**src/rtl/m6809_uart_if.sv**
```systemverilog
// m6809_uart_if: core-side byte bus of the UART responder.
//   sel   - chip-select from the address decode
//   wr_n  - 0 = write, 1 = read
//   a     - register address
//   din   - write data from the core
//   dout  - read data to the core (combinational)
//   irq   - level interrupt request, active-high
interface m6809_uart_if;
    logic       sel;
    logic       wr_n;
    logic [1:0] a;
    logic [7:0] din;
    logic [7:0] dout;
    logic       irq;

    modport master (output sel, wr_n, a, din, input dout, irq);
    modport slave  (input sel, wr_n, a, din, output dout, irq);
endinterface

```
**src/rtl/m6809_uart.sv**
```systemverilog
// m6809_uart: memory-mapped UART on the m6809 internal byte bus.
//   clk, reset - system clock, synchronous active-high reset
//   bus        - slave side of m6809_uart_if (register access, irq)
//   txd        - serial transmit, idle high
//   rxd        - serial receive, asynchronous, idle high
// Registers: 0 STATUS(r)/CONTROL(w), 1 RXDATA(r)/TXHOLD(w), 2 DIV[7:0], 3 DIV[15:8].
module m6809_uart #(
    parameter logic [15:0] DIV_RESET = 16'd434
) (
    input  logic        clk,
    input  logic        reset,
    m6809_uart_if.slave bus,
    output logic        txd,
    input  logic        rxd
);

    typedef enum logic [1:0] {ST_IDLE, ST_START, ST_DATA, ST_STOP} state_t;

    logic [15:0] div_q, div_d;
    logic        rie_q, rie_d, tie_q, tie_d;
    logic        tdre_q, tdre_d, rdrf_q, rdrf_d, oe_q, oe_d, fe_q, fe_d;
    logic [7:0]  rxdata_q, rxdata_d, txhold_q, txhold_d;
    logic        irq_q, irq_d;

    state_t      tx_state_q, tx_state_d;
    logic [15:0] tx_cnt_q, tx_cnt_d;
    logic [2:0]  tx_bit_q, tx_bit_d;
    logic [7:0]  tx_shift_q, tx_shift_d;
    logic        txd_q, txd_d;

    logic        rx_s1_q, rx_s1_d, rx_s2_q, rx_s2_d, rx_prev_q, rx_prev_d;
    state_t      rx_state_q, rx_state_d;
    logic [15:0] rx_cnt_q, rx_cnt_d;
    logic [2:0]  rx_bit_q, rx_bit_d;
    logic [7:0]  rx_shift_q, rx_shift_d;

    logic        wr_en, rd_en, tx_load;
    logic [15:0] div_eff;

    assign txd     = txd_q;
    assign bus.irq = irq_q;

    always_comb begin
        bus.dout = 8'h00;
        if (bus.sel && bus.wr_n) begin
            case (bus.a)
                2'd0:    bus.dout = {4'b0, fe_q, oe_q, tdre_q, rdrf_q};
                2'd1:    bus.dout = rxdata_q;
                2'd2:    bus.dout = div_q[7:0];
                default: bus.dout = div_q[15:8];
            endcase
        end
    end

    always_comb begin
        wr_en   = bus.sel & ~bus.wr_n;
        rd_en   = bus.sel & bus.wr_n;
        div_eff = (div_q < 16'd2) ? 16'd2 : div_q;
        tx_load = 1'b0;

        div_d      = div_q;
        rie_d      = rie_q;
        tie_d      = tie_q;
        tdre_d     = tdre_q;
        rdrf_d     = rdrf_q;
        oe_d       = oe_q;
        fe_d       = fe_q;
        rxdata_d   = rxdata_q;
        txhold_d   = txhold_q;
        tx_state_d = tx_state_q;
        tx_cnt_d   = tx_cnt_q;
        tx_bit_d   = tx_bit_q;
        tx_shift_d = tx_shift_q;
        rx_state_d = rx_state_q;
        rx_cnt_d   = rx_cnt_q;
        rx_bit_d   = rx_bit_q;
        rx_shift_d = rx_shift_q;
        rx_s1_d    = rxd;
        rx_s2_d    = rx_s1_q;
        rx_prev_d  = rx_s2_q;

        if (wr_en) begin
            case (bus.a)
                2'd0: begin
                    rie_d = bus.din[0];
                    tie_d = bus.din[1];
                end
                2'd1: begin
                    // A write while the holding register is full is dropped.
                    if (tdre_q) begin
                        txhold_d = bus.din;
                        tdre_d   = 1'b0;
                    end
                end
                2'd2:    div_d[7:0]  = bus.din;
                default: div_d[15:8] = bus.din;
            endcase
        end

        if (rd_en && bus.a == 2'd1) begin
            rdrf_d = 1'b0;
            oe_d   = 1'b0;
            fe_d   = 1'b0;
        end

        case (tx_state_q)
            ST_IDLE: tx_load = ~tdre_q;
            ST_START: begin
                if (tx_cnt_q == 16'd0) begin
                    tx_state_d = ST_DATA;
                    tx_cnt_d   = div_eff - 16'd1;
                    tx_bit_d   = 3'd0;
                end else begin
                    tx_cnt_d = tx_cnt_q - 16'd1;
                end
            end
            ST_DATA: begin
                if (tx_cnt_q == 16'd0) begin
                    tx_shift_d = {1'b0, tx_shift_q[7:1]};
                    tx_cnt_d   = div_eff - 16'd1;
                    tx_bit_d   = tx_bit_q + 3'd1;
                    if (tx_bit_q == 3'd7) tx_state_d = ST_STOP;
                end else begin
                    tx_cnt_d = tx_cnt_q - 16'd1;
                end
            end
            default: begin
                if (tx_cnt_q == 16'd0) begin
                    // Chain straight into the next frame when a byte is waiting.
                    if (!tdre_q) tx_load = 1'b1;
                    else         tx_state_d = ST_IDLE;
                end else begin
                    tx_cnt_d = tx_cnt_q - 16'd1;
                end
            end
        endcase

        if (tx_load) begin
            tx_shift_d = txhold_q;
            tdre_d     = 1'b1;
            tx_state_d = ST_START;
            tx_cnt_d   = div_eff - 16'd1;
        end

        case (tx_state_d)
            ST_START: txd_d = 1'b0;
            ST_DATA:  txd_d = tx_shift_d[0];
            default:  txd_d = 1'b1;
        endcase

        case (rx_state_q)
            ST_IDLE: begin
                if (!rx_s2_q && rx_prev_q) begin
                    rx_state_d = ST_START;
                    rx_cnt_d   = (div_eff >> 1) - 16'd1;
                end
            end
            ST_START: begin
                if (rx_cnt_q == 16'd0) begin
                    if (!rx_s2_q) begin
                        rx_state_d = ST_DATA;
                        rx_cnt_d   = div_eff - 16'd1;
                        rx_bit_d   = 3'd0;
                    end else begin
                        rx_state_d = ST_IDLE;
                    end
                end else begin
                    rx_cnt_d = rx_cnt_q - 16'd1;
                end
            end
            ST_DATA: begin
                if (rx_cnt_q == 16'd0) begin
                    rx_shift_d = {rx_s2_q, rx_shift_q[7:1]};
                    rx_cnt_d   = div_eff - 16'd1;
                    rx_bit_d   = rx_bit_q + 3'd1;
                    if (rx_bit_q == 3'd7) rx_state_d = ST_STOP;
                end else begin
                    rx_cnt_d = rx_cnt_q - 16'd1;
                end
            end
            default: begin
                if (rx_cnt_q == 16'd0) begin
                    rx_state_d = ST_IDLE;
                    // rdrf_d already reflects a same-edge RXDATA read.
                    if (!rdrf_d) begin
                        rxdata_d = rx_shift_q;
                        rdrf_d   = 1'b1;
                        fe_d     = ~rx_s2_q;
                    end else begin
                        oe_d = 1'b1;
                    end
                end else begin
                    rx_cnt_d = rx_cnt_q - 16'd1;
                end
            end
        endcase

        irq_d = (rie_q & rdrf_q) | (tie_q & tdre_q);
    end

    always_ff @(posedge clk) begin
        if (reset) begin
            div_q      <= DIV_RESET;
            rie_q      <= 1'b0;
            tie_q      <= 1'b0;
            tdre_q     <= 1'b1;
            rdrf_q     <= 1'b0;
            oe_q       <= 1'b0;
            fe_q       <= 1'b0;
            rxdata_q   <= 8'h00;
            txhold_q   <= 8'h00;
            irq_q      <= 1'b0;
            tx_state_q <= ST_IDLE;
            tx_cnt_q   <= 16'd0;
            tx_bit_q   <= 3'd0;
            tx_shift_q <= 8'h00;
            txd_q      <= 1'b1;
            rx_s1_q    <= 1'b1;
            rx_s2_q    <= 1'b1;
            rx_prev_q  <= 1'b1;
            rx_state_q <= ST_IDLE;
            rx_cnt_q   <= 16'd0;
            rx_bit_q   <= 3'd0;
            rx_shift_q <= 8'h00;
        end else begin
            div_q      <= div_d;
            rie_q      <= rie_d;
            tie_q      <= tie_d;
            tdre_q     <= tdre_d;
            rdrf_q     <= rdrf_d;
            oe_q       <= oe_d;
            fe_q       <= fe_d;
            rxdata_q   <= rxdata_d;
            txhold_q   <= txhold_d;
            irq_q      <= irq_d;
            tx_state_q <= tx_state_d;
            tx_cnt_q   <= tx_cnt_d;
            tx_bit_q   <= tx_bit_d;
            tx_shift_q <= tx_shift_d;
            txd_q      <= txd_d;
            rx_s1_q    <= rx_s1_d;
            rx_s2_q    <= rx_s2_d;
            rx_prev_q  <= rx_prev_d;
            rx_state_q <= rx_state_d;
            rx_cnt_q   <= rx_cnt_d;
            rx_bit_q   <= rx_bit_d;
            rx_shift_q <= rx_shift_d;
        end
    end

endmodule

```
**src/flat_wrapper.sv**
```systemverilog
// flat-port wrapper written by rule: the top's interface ports become plain ports
module m6809_uart_flat 
#(
    parameter logic [15:0] DIV_RESET = 16'd434
)
  (clk, reset, txd, rxd, bus_sel, bus_wr_n, bus_a, bus_din, bus_dout, bus_irq);
  m6809_uart_if bus_i ();
  input  logic clk;
  input  logic reset;
  output logic txd;
  input  logic rxd;
  input wire logic [$bits(bus_i.sel)-1:0] bus_sel;
  input wire logic [$bits(bus_i.wr_n)-1:0] bus_wr_n;
  input wire logic [$bits(bus_i.a)-1:0] bus_a;
  input wire logic [$bits(bus_i.din)-1:0] bus_din;
  output wire logic [$bits(bus_i.dout)-1:0] bus_dout;
  output wire logic [$bits(bus_i.irq)-1:0] bus_irq;
  assign bus_i.sel = bus_sel;
  assign bus_i.wr_n = bus_wr_n;
  assign bus_i.a = bus_a;
  assign bus_i.din = bus_din;
  assign bus_dout = bus_i.dout;
  assign bus_irq = bus_i.irq;
  m6809_uart #(.DIV_RESET(DIV_RESET)) u_core (.clk(clk), .reset(reset), .bus(bus_i), .txd(txd), .rxd(rxd));
endmodule
```
**config.mk**
```make
export PLATFORM = sky130hd
export DESIGN_NAME = m6809_uart_flat
export DESIGN_NICKNAME = d
export VERILOG_FILES = /design/src/rtl/m6809_uart_if.sv /design/src/rtl/m6809_uart.sv /design/src/flat_wrapper.sv
export SDC_FILE = /design/constraint.sdc
export NUM_CORES = 1
export LEC_CHECK = 0
export CAP_MARGIN = 15
export CORE_MARGIN = 8
export CORE_UTILIZATION = 45
export DETAILED_ROUTE_END_ITERATION = 16
export PLACE_DENSITY = 0.68
export RECOVER_POWER = 50
export SETUP_SLACK_MARGIN = 0.5
export SYNTH_ARGS = -nofsm -noshare
export SYNTH_HDL_FRONTEND = slang
export SYNTH_SLANG_ARGS = --single-unit
```
**constraint.sdc**
```tcl
create_clock -name clk -period 4.5 [get_ports clk]
set_input_delay 0.45 -clock clk [delete_from_list [all_inputs] [get_ports clk]]
set_output_delay 0.45 -clock clk [all_outputs]
set_load 0.005 [all_outputs]
```
Word-level counts from Yosys, hierarchy flattened
Index checks and enable logic that the tools add are counted.
- output and inout bits: 10
- register bits after elaboration: 101
- bitwise operators: 11
- eq/ne operators: 21
- reduce and logical (&&, ||, !) cells: 31
- magnitude comparators: 1
- muxes and demuxes: 52
- add/subtract/negate cells: 6
- operator list (cell ; count):
    2-to-1 mux 16 bit ; 9
    case mux 16 bit (3 select lines) ; 1
    subtractor 16 x 1 -> 16 bit (second input constant) ; 3
    logical NOT 16 bit ; 2
    2-to-1 mux 8 bit ; 4
    case mux 16 bit (2 select lines) ; 1
    2-to-1 mux 2 bit ; 12
    case mux 8 bit (3 select lines) ; 1
    less-than comparator 16 x 2 -> 1 bit (second input constant) ; 1
    subtractor 15 x 1 -> 16 bit (second input constant) ; 1
    2-to-1 mux 3 bit ; 5
    != test 2 x 1 -> 1 bit (second input constant) ; 7
    AND reduction 2 bit ; 7
    2-to-1 mux 1 bit ; 13
    case mux 2 bit (3 select lines) ; 2
    case mux 3 bit (2 select lines) ; 2
    AND reduction 3 bit ; 4
    nonzero test 2 bit ; 5
    == test 2 x 1 -> 1 bit (second input constant) ; 4
    == test 2 bit (second input constant) ; 4
    adder 3 x 1 -> 3 bit (second input constant) ; 2
    == test 3 bit (second input constant) ; 2
    logical NOT 2 bit ; 3
    inverter 1 bit ; 6
    13 further kinds ; 21

Logic depth before layout (Yosys ltp)
- depth after elaboration: 7
- gate-level depth with buffers: 12
- mapped depth without buffers: 11

Least setup slack after synthesis
OpenSTA, ideal clock, no wires.
- path kind: register to register
- from: register u_core.div_q[7]
- to: register u_core.tx_cnt_q[11]
- setup time: 0.117 ns
- data required time: 4.383 ns
- period minus slack after synthesis: 3.221 ns
- path slack: 1.279 ns
- arrival: 3.104 ns
- stages on the path, launching flop included: 12
- path through: dfxtp_1 > clkbuf_1 > nor4_1 > and4_1 > nor2_1 > ha_1 > clkbuf_1 > or4b_2 > nor3_1 > a21oi_1 > or3_1 > a32o_1
- longest elaborated chain between the ends: 6
- ends and longest elaborated chain (what ; line ; RTL):
    start: declaration ; m6809_uart.sv:19 ; logic [15:0] div_q, div_d;
    start signal: assignment ; m6809_uart.sv:226 ; div_q <= div_d;
    less-than comparator 16 x 2 -> 1 bit ; m6809_uart.sv:58 ; div_eff = (div_q < 16'd2) ? 16'd2 : div_q;
    2-to-1 mux 16 bit * ; m6809_uart.sv:58 ;
    subtractor 16 x 1 -> 16 bit * ; m6809_uart.sv:111, m6809_uart.sv:120, m6809_uart.sv:142 ;
    2-to-1 mux 16 bit ; m6809_uart.sv:109, m6809_uart.sv:118 ;
    case mux 16 bit (2 select lines) ; m6809_uart.sv:106 ; case (tx_state_q)
    2-to-1 mux 16 bit * ; m6809_uart.sv:138 ; if (tx_load) begin
    end signal: assignment ; m6809_uart.sv:237 ; tx_cnt_q <= tx_cnt_d;
    end: declaration ; m6809_uart.sv:26 ; logic [15:0] tx_cnt_q, tx_cnt_d;
Mark *: on every way between the ends. The rest lies on a longest branch, timed or not.
A chain may end at the register's enable or synchronous reset.

Worst setup path in the final report
- from: register u_core.div_q[7]
- to: register u_core.rx_cnt_q[4]
- longest elaborated chain between the ends: 6
- elaborated cells on any way between the ends: 9
- ends and longest elaborated chain (what ; line ; RTL):
    less-than comparator 16 x 2 -> 1 bit * ; m6809_uart.sv:58 ;
    2-to-1 mux 16 bit * ; m6809_uart.sv:58 ;
    subtractor 16 x 1 -> 16 bit ; m6809_uart.sv:162, m6809_uart.sv:174 ;
    2-to-1 mux 16 bit ; m6809_uart.sv:160 ; if (!rx_s2_q) begin
    2-to-1 mux 16 bit ; m6809_uart.sv:159 ; if (rx_cnt_q == 16'd0) begin
    case mux 16 bit (3 select lines) * ; m6809_uart.sv:151 ; case (rx_state_q)
    end signal: assignment ; m6809_uart.sv:245 ; rx_cnt_q <= rx_cnt_d;
    end: declaration ; m6809_uart.sv:33 ; logic [15:0] rx_cnt_q, rx_cnt_d;
Mark *: on every way between the ends. The rest lies on a longest branch, timed or not. The select of a mux whose other input is x is not followed.

==> impl_metrics.env <==
export IMPL_crit_path_cell_trace="nor4_1, and4_1, nand2_1, nand2_1, ha_1, nor3b_1, xnor2_1, or4_1, o31ai_1, a21oi_1, o22ai_1"
export IMPL_detail_route_drc_violations=0
export IMPL_die_width_um=133.1
export IMPL_post_drt_via_cell_ratio=6.308
export IMPL_power_internal_mw=2.318
export IMPL_synth_warn=0
export IMPL_chip_height_um=133.1
export IMPL_worst_skew_pair_late_latency_ns=0.36
export IMPL_cts_tree="built"
export IMPL_outcome="finished with violations"
export IMPL_number_of_global_route_vias_before_repair=5962
export IMPL_gr_max_usage_layer="met2"
export IMPL_power_switching_share=0.4876
export IMPL_report_final_setup_viol=0
export IMPL_post_synth_cell_area_avg_um2=7.625
export IMPL_final_net_count=831
export IMPL_fmax_ghz=0.2697
export IMPL_netlist_cell_type_count=72
export IMPL_synth_area_leader_cell="sky130_fd_sc_hd__dfxtp_1"
export IMPL_post_route_setup_slack_ns=0.7916
export IMPL_design_die_area_um2=17710
export IMPL_layout_drive_gt1_share=0.05868
export IMPL_timing_critical_path_slowest_cell_delay_ns=0.64
export IMPL_kind_of_path_behind_the_tightest_hold_check="flip-flop to flip-flop"
export IMPL_crit_path_start_kind="flip-flop"
export IMPL_power_sequential_fraction=0.259
export IMPL_gp_congestion=0.9328
export IMPL_number_of_antenna_violations_at_the_first_check_in_global_routing=0
export IMPL_global_route_usage_total=0.2090
export IMPL_critical_path_slowest_cell="sky130_fd_sc_hd__nor3b_1"
export IMPL_final_max_slew_viol_count=51
export IMPL_failing_checks="capacitance limit, slew limit"
export IMPL_start_util=0.4640
export IMPL_worst_endpoint_arrival_ns=3.98
export IMPL_rr_startpoint="u_core.div_q[7]$_SDFFE_PP1P_"
export IMPL_r2r_end="u_core.rx_cnt_q[4]$_SDFFE_PP0P_"
export IMPL_cts_post_setup_buffers_inserted=0
export IMPL_clock_transition_time_at_the_flip_flop_clock_pins_of_the_worst_setup_and_hold_paths_ns=0.08
export IMPL_synthDominantCellAreaShare=0.3278
export IMPL_comb_power_share=0.567
export IMPL_drv_max_cap_violation_count=2
export IMPL_reg2reg_depth=11
export IMPL_syn_num_nets=844
export IMPL_number_of_detailed_routing_iterations_run_before_antenna_repair=5
export IMPL_post_synth_inst_count=809
export IMPL_clk_root_buf="sky130_fd_sc_hd__clkbuf_16"
export IMPL_gr_usage_met2=0.3135
export IMPL_ys_dominant_reg_cell="sky130_fd_sc_hd__dfxtp_1"
export IMPL_area_delta_synth_final_pct=9.452
export IMPL_std_cell_rows=42
export IMPL_tightest_slew_ns=1.743
export IMPL_htree_levels=3
export IMPL_ys_async_sr_fraction=0
export IMPL_worst_r2r_setup_slack_ns=0.79
export IMPL_route_vias_total=6163
export IMPL_p_total_mw=4.524
export IMPL_fin_setup_tns_ns=0
export IMPL_worst_ir_drop_vdd_uv=326.3
export IMPL_grt_first_pass_wirelength_um=30410
export IMPL_pwr_density_cell_nw_per_um2=670.1
export IMPL_worst_setup_path_endpoint="u_core.rx_cnt_q[4]$_SDFFE_PP0P_"
export IMPL_yosys_register_bits=101
export IMPL_cts_buffers=9
export IMPL_relSlewSlack=-0.1617
export IMPL_met3_track_demand_over_resource=0.05299
export IMPL_grt_overflow_total=0
export IMPL_port_buffers=24
export IMPL_holdBufCountCts=0
export IMPL_placed_cells_incl_taps=961
export IMPL_synth_top_cells_by_area="sky130_fd_sc_hd__dfxtp_1, sky130_fd_sc_hd__nand2_1, sky130_fd_sc_hd__a21oi_1"
export IMPL_wirelength_um=18490
export IMPL_worstPathRequired_ns=4.77
export IMPL_cts_resized_gates=0
export IMPL_timing_final_hold_violations=0
export IMPL_synth_edf_count=0
export IMPL_finalClockSkew_ns=0.01096
export IMPL_leakagePower_nw=2.458
export IMPL_drt_wirelength_per_cell_um=18.93
export IMPL_rsz_0062_raised_after_global_routing="no"
export IMPL_drt_iter0_markers=541
export IMPL_design_core_area_um2=13300
export IMPL_path_max_fanout=10
export IMPL_fin_crit_sh=0.8241
export IMPL_detailedPlace_worstSlack_ns=0.8466
export IMPL_clkPwrFrac=0.174
export IMPL_mappedNetlistArea_um2=6168
export IMPL_total_switching_power_mw=2.206
export IMPL_worst_setup_path_type="flip-flop to flip-flop"
export IMPL_max_clock_path_buffers=2
export IMPL_sequential_to_total_area_share_from_yosys_stat=0.3278
export IMPL_largest_net_degree_at_the_start_of_global_routing=50
export IMPL_ant_nets=0
export IMPL_crit_top_cell="sky130_fd_sc_hd__nand2_1"
export IMPL_final_core_utilization=0.5078
export IMPL_worstSetupEndpointType="flip-flop"
export IMPL_startpoint="u_core.div_q[7]$_SDFFE_PP1P_"
export IMPL_grt_met1_usage=0.2737
export IMPL_floorplan_io_pins=25
export IMPL_stdcell_count=977
export IMPL_clock_sink_count=101
export IMPL_detailedPlacementHpwl_um=13400
export IMPL_diodes=0
export IMPL_finalWorstPathRequiredPeriod_ns=3.708
cells in the mapped netlist, types with 5 or more instances:
cell type,instances
sky130_fd_sc_hd__ha_1,20
sky130_fd_sc_hd__a311oi_1,8
sky130_fd_sc_hd__nand2_1,119
sky130_fd_sc_hd__nor4_1,14
sky130_fd_sc_hd__a31oi_1,9
sky130_fd_sc_hd__o211ai_1,5
sky130_fd_sc_hd__buf_2,6
sky130_fd_sc_hd__nor3b_1,6
sky130_fd_sc_hd__or2_2,6
sky130_fd_sc_hd__inv_1,19
sky130_fd_sc_hd__or4_1,8
sky130_fd_sc_hd__a21oi_1,65
sky130_fd_sc_hd__a22oi_1,7
sky130_fd_sc_hd__clkbuf_1,46
sky130_fd_sc_hd__a32o_1,12
sky130_fd_sc_hd__xnor2_1,18
sky130_fd_sc_hd__or3_1,6
sky130_fd_sc_hd__a211oi_1,8
sky130_fd_sc_hd__o21ai_0,38
sky130_fd_sc_hd__a21o_1,5
sky130_fd_sc_hd__nor2b_1,12
sky130_fd_sc_hd__dfxtp_1,101
sky130_fd_sc_hd__buf_1,5
sky130_fd_sc_hd__mux2i_1,15
sky130_fd_sc_hd__and3_1,6
sky130_fd_sc_hd__xor2_1,8
sky130_fd_sc_hd__nand3_1,34
sky130_fd_sc_hd__nor2_1,75
sky130_fd_sc_hd__o22ai_1,8
sky130_fd_sc_hd__nand4_1,12
sky130_fd_sc_hd__nor3_1,30
sky130_fd_sc_hd__mux2_2,5
power groups by stage:
stage	sequential [mW]	combinational, mW	clock [mW]
3_3_place_gp	1.18	2.50	0
4_1_cts	1.16	2.55	0.803
5_1_grt	1.19	2.83	0.842
3_5_place_dp	1.18	2.53	0
2_1_floorplan	1.14	1.98	0
6_report	1.17	2.57	0.787
critical path, delay by kind of cell (launching register included):
family | cells | cell delay [ns]
AND/OR/NAND/NOR | 6 | 2.36
XOR/XNOR | 1 | 0.25
flip-flops | 1 | 0.42
AO/OA/AOI/OAI | 3 | 0.35
adder cells (fa/ha/maj) | 1 | 0.21
cells by family (layout without fill, tap and decap cells):
logic type                 Yosys count  in the layout  share of synthesized area
xor gates and xnor gates            26             26                    0.03692
AOI/OAI and AO/OA                  205            205                     0.2154
buffers and inverters               78             70                    0.04990
DFF                                101            101                     0.3278
adders and majority gates           20             20                    0.04057
muxes                               24             24                    0.04807
and+or+nand+nor                    355            355                     0.2813
state kept, by name, indices dropped and copies added, names as in the netlist, 2 cells and up:
| signal | cells |
|---|---|
| u_core.div_q | 16 |
| u_core.rx_cnt_q | 16 |
| u_core.tx_cnt_q | 16 |
| u_core.rx_shift_q | 8 |
| u_core.rxdata_q | 8 |
| u_core.tx_shift_q | 8 |
| u_core.txhold_q | 8 |
| u_core.rx_bit_q | 3 |
| u_core.tx_bit_q | 3 |
| u_core.rx_state_q | 2 |
| u_core.tx_state_q | 2 |
metal layers:
layer	up-vias	wire, um
met1	2935	8501
met5	-	0
li1	2923	-
met3	55	1222
met4	0	711
met2	250	8059
final cells by class:
type                    count  area (um^2)
multi-input cells         630         3827
inverters                  20        75.07
clock inverters             6        62.56
fillers                  1293         6544
clock buffers              10        239.0
well taps                 176        220.2
repair buffers             34        305.3
flip-flops and latches    101         2022
cells in the final DEF (no fill, tap or decap), drive strengths merged, types with 12 or more instances in the layout:
master         Yosys  final
clkdlybuf4s50      0     21
nand4             12     12
a21oi             65     65
dfxtp            101    101
o21ai             42     42
mux2i             15     15
nor4              15     15
inv               19     22
nand3             34     34
nand2            120    120
nor3              30     30
ha                20     20
nor2              76     76
nor2b             12     12
clkbuf            46     12
a32o              12     12
xnor2             18     18
per-stage QoR:
| step | hold slack (ns) | cell area (um^2) |
|---|---|---|
| after global routing | 0.4315 | 6751 |
| after CTS | 0.4173 | 6768 |
| final | 0.4125 | 6751 |
| after global placement | 0.3930 | 6466 |
| after detailed placement | 0.3984 | 6466 |
| after floorplan | 0.3895 | 6168 |
how the worst min path moves through the flow:
stage	startpoint	to	slack, ns	cells past startpoint
4_1_cts	u_core.rx_s1_q$_SDFF_PP1_	u_core.rx_prev_d$_SDFF_PP1_	0.42	1
2_1_floorplan	u_core.rx_s1_q$_SDFF_PP1_	u_core.rx_prev_d$_SDFF_PP1_	0.39	1
3_5_place_dp	u_core.rx_s1_q$_SDFF_PP1_	u_core.rx_prev_d$_SDFF_PP1_	0.40	1
6_report	u_core.rx_s1_q$_SDFF_PP1_	u_core.rx_prev_d$_SDFF_PP1_	0.41	1
3_3_place_gp	u_core.rx_s1_q$_SDFF_PP1_	u_core.rx_prev_d$_SDFF_PP1_	0.39	1
5_1_grt	u_core.rx_s1_q$_SDFF_PP1_	u_core.rx_prev_d$_SDFF_PP1_	0.43	1
Note: power is estimated with default switching activity, not from simulation.
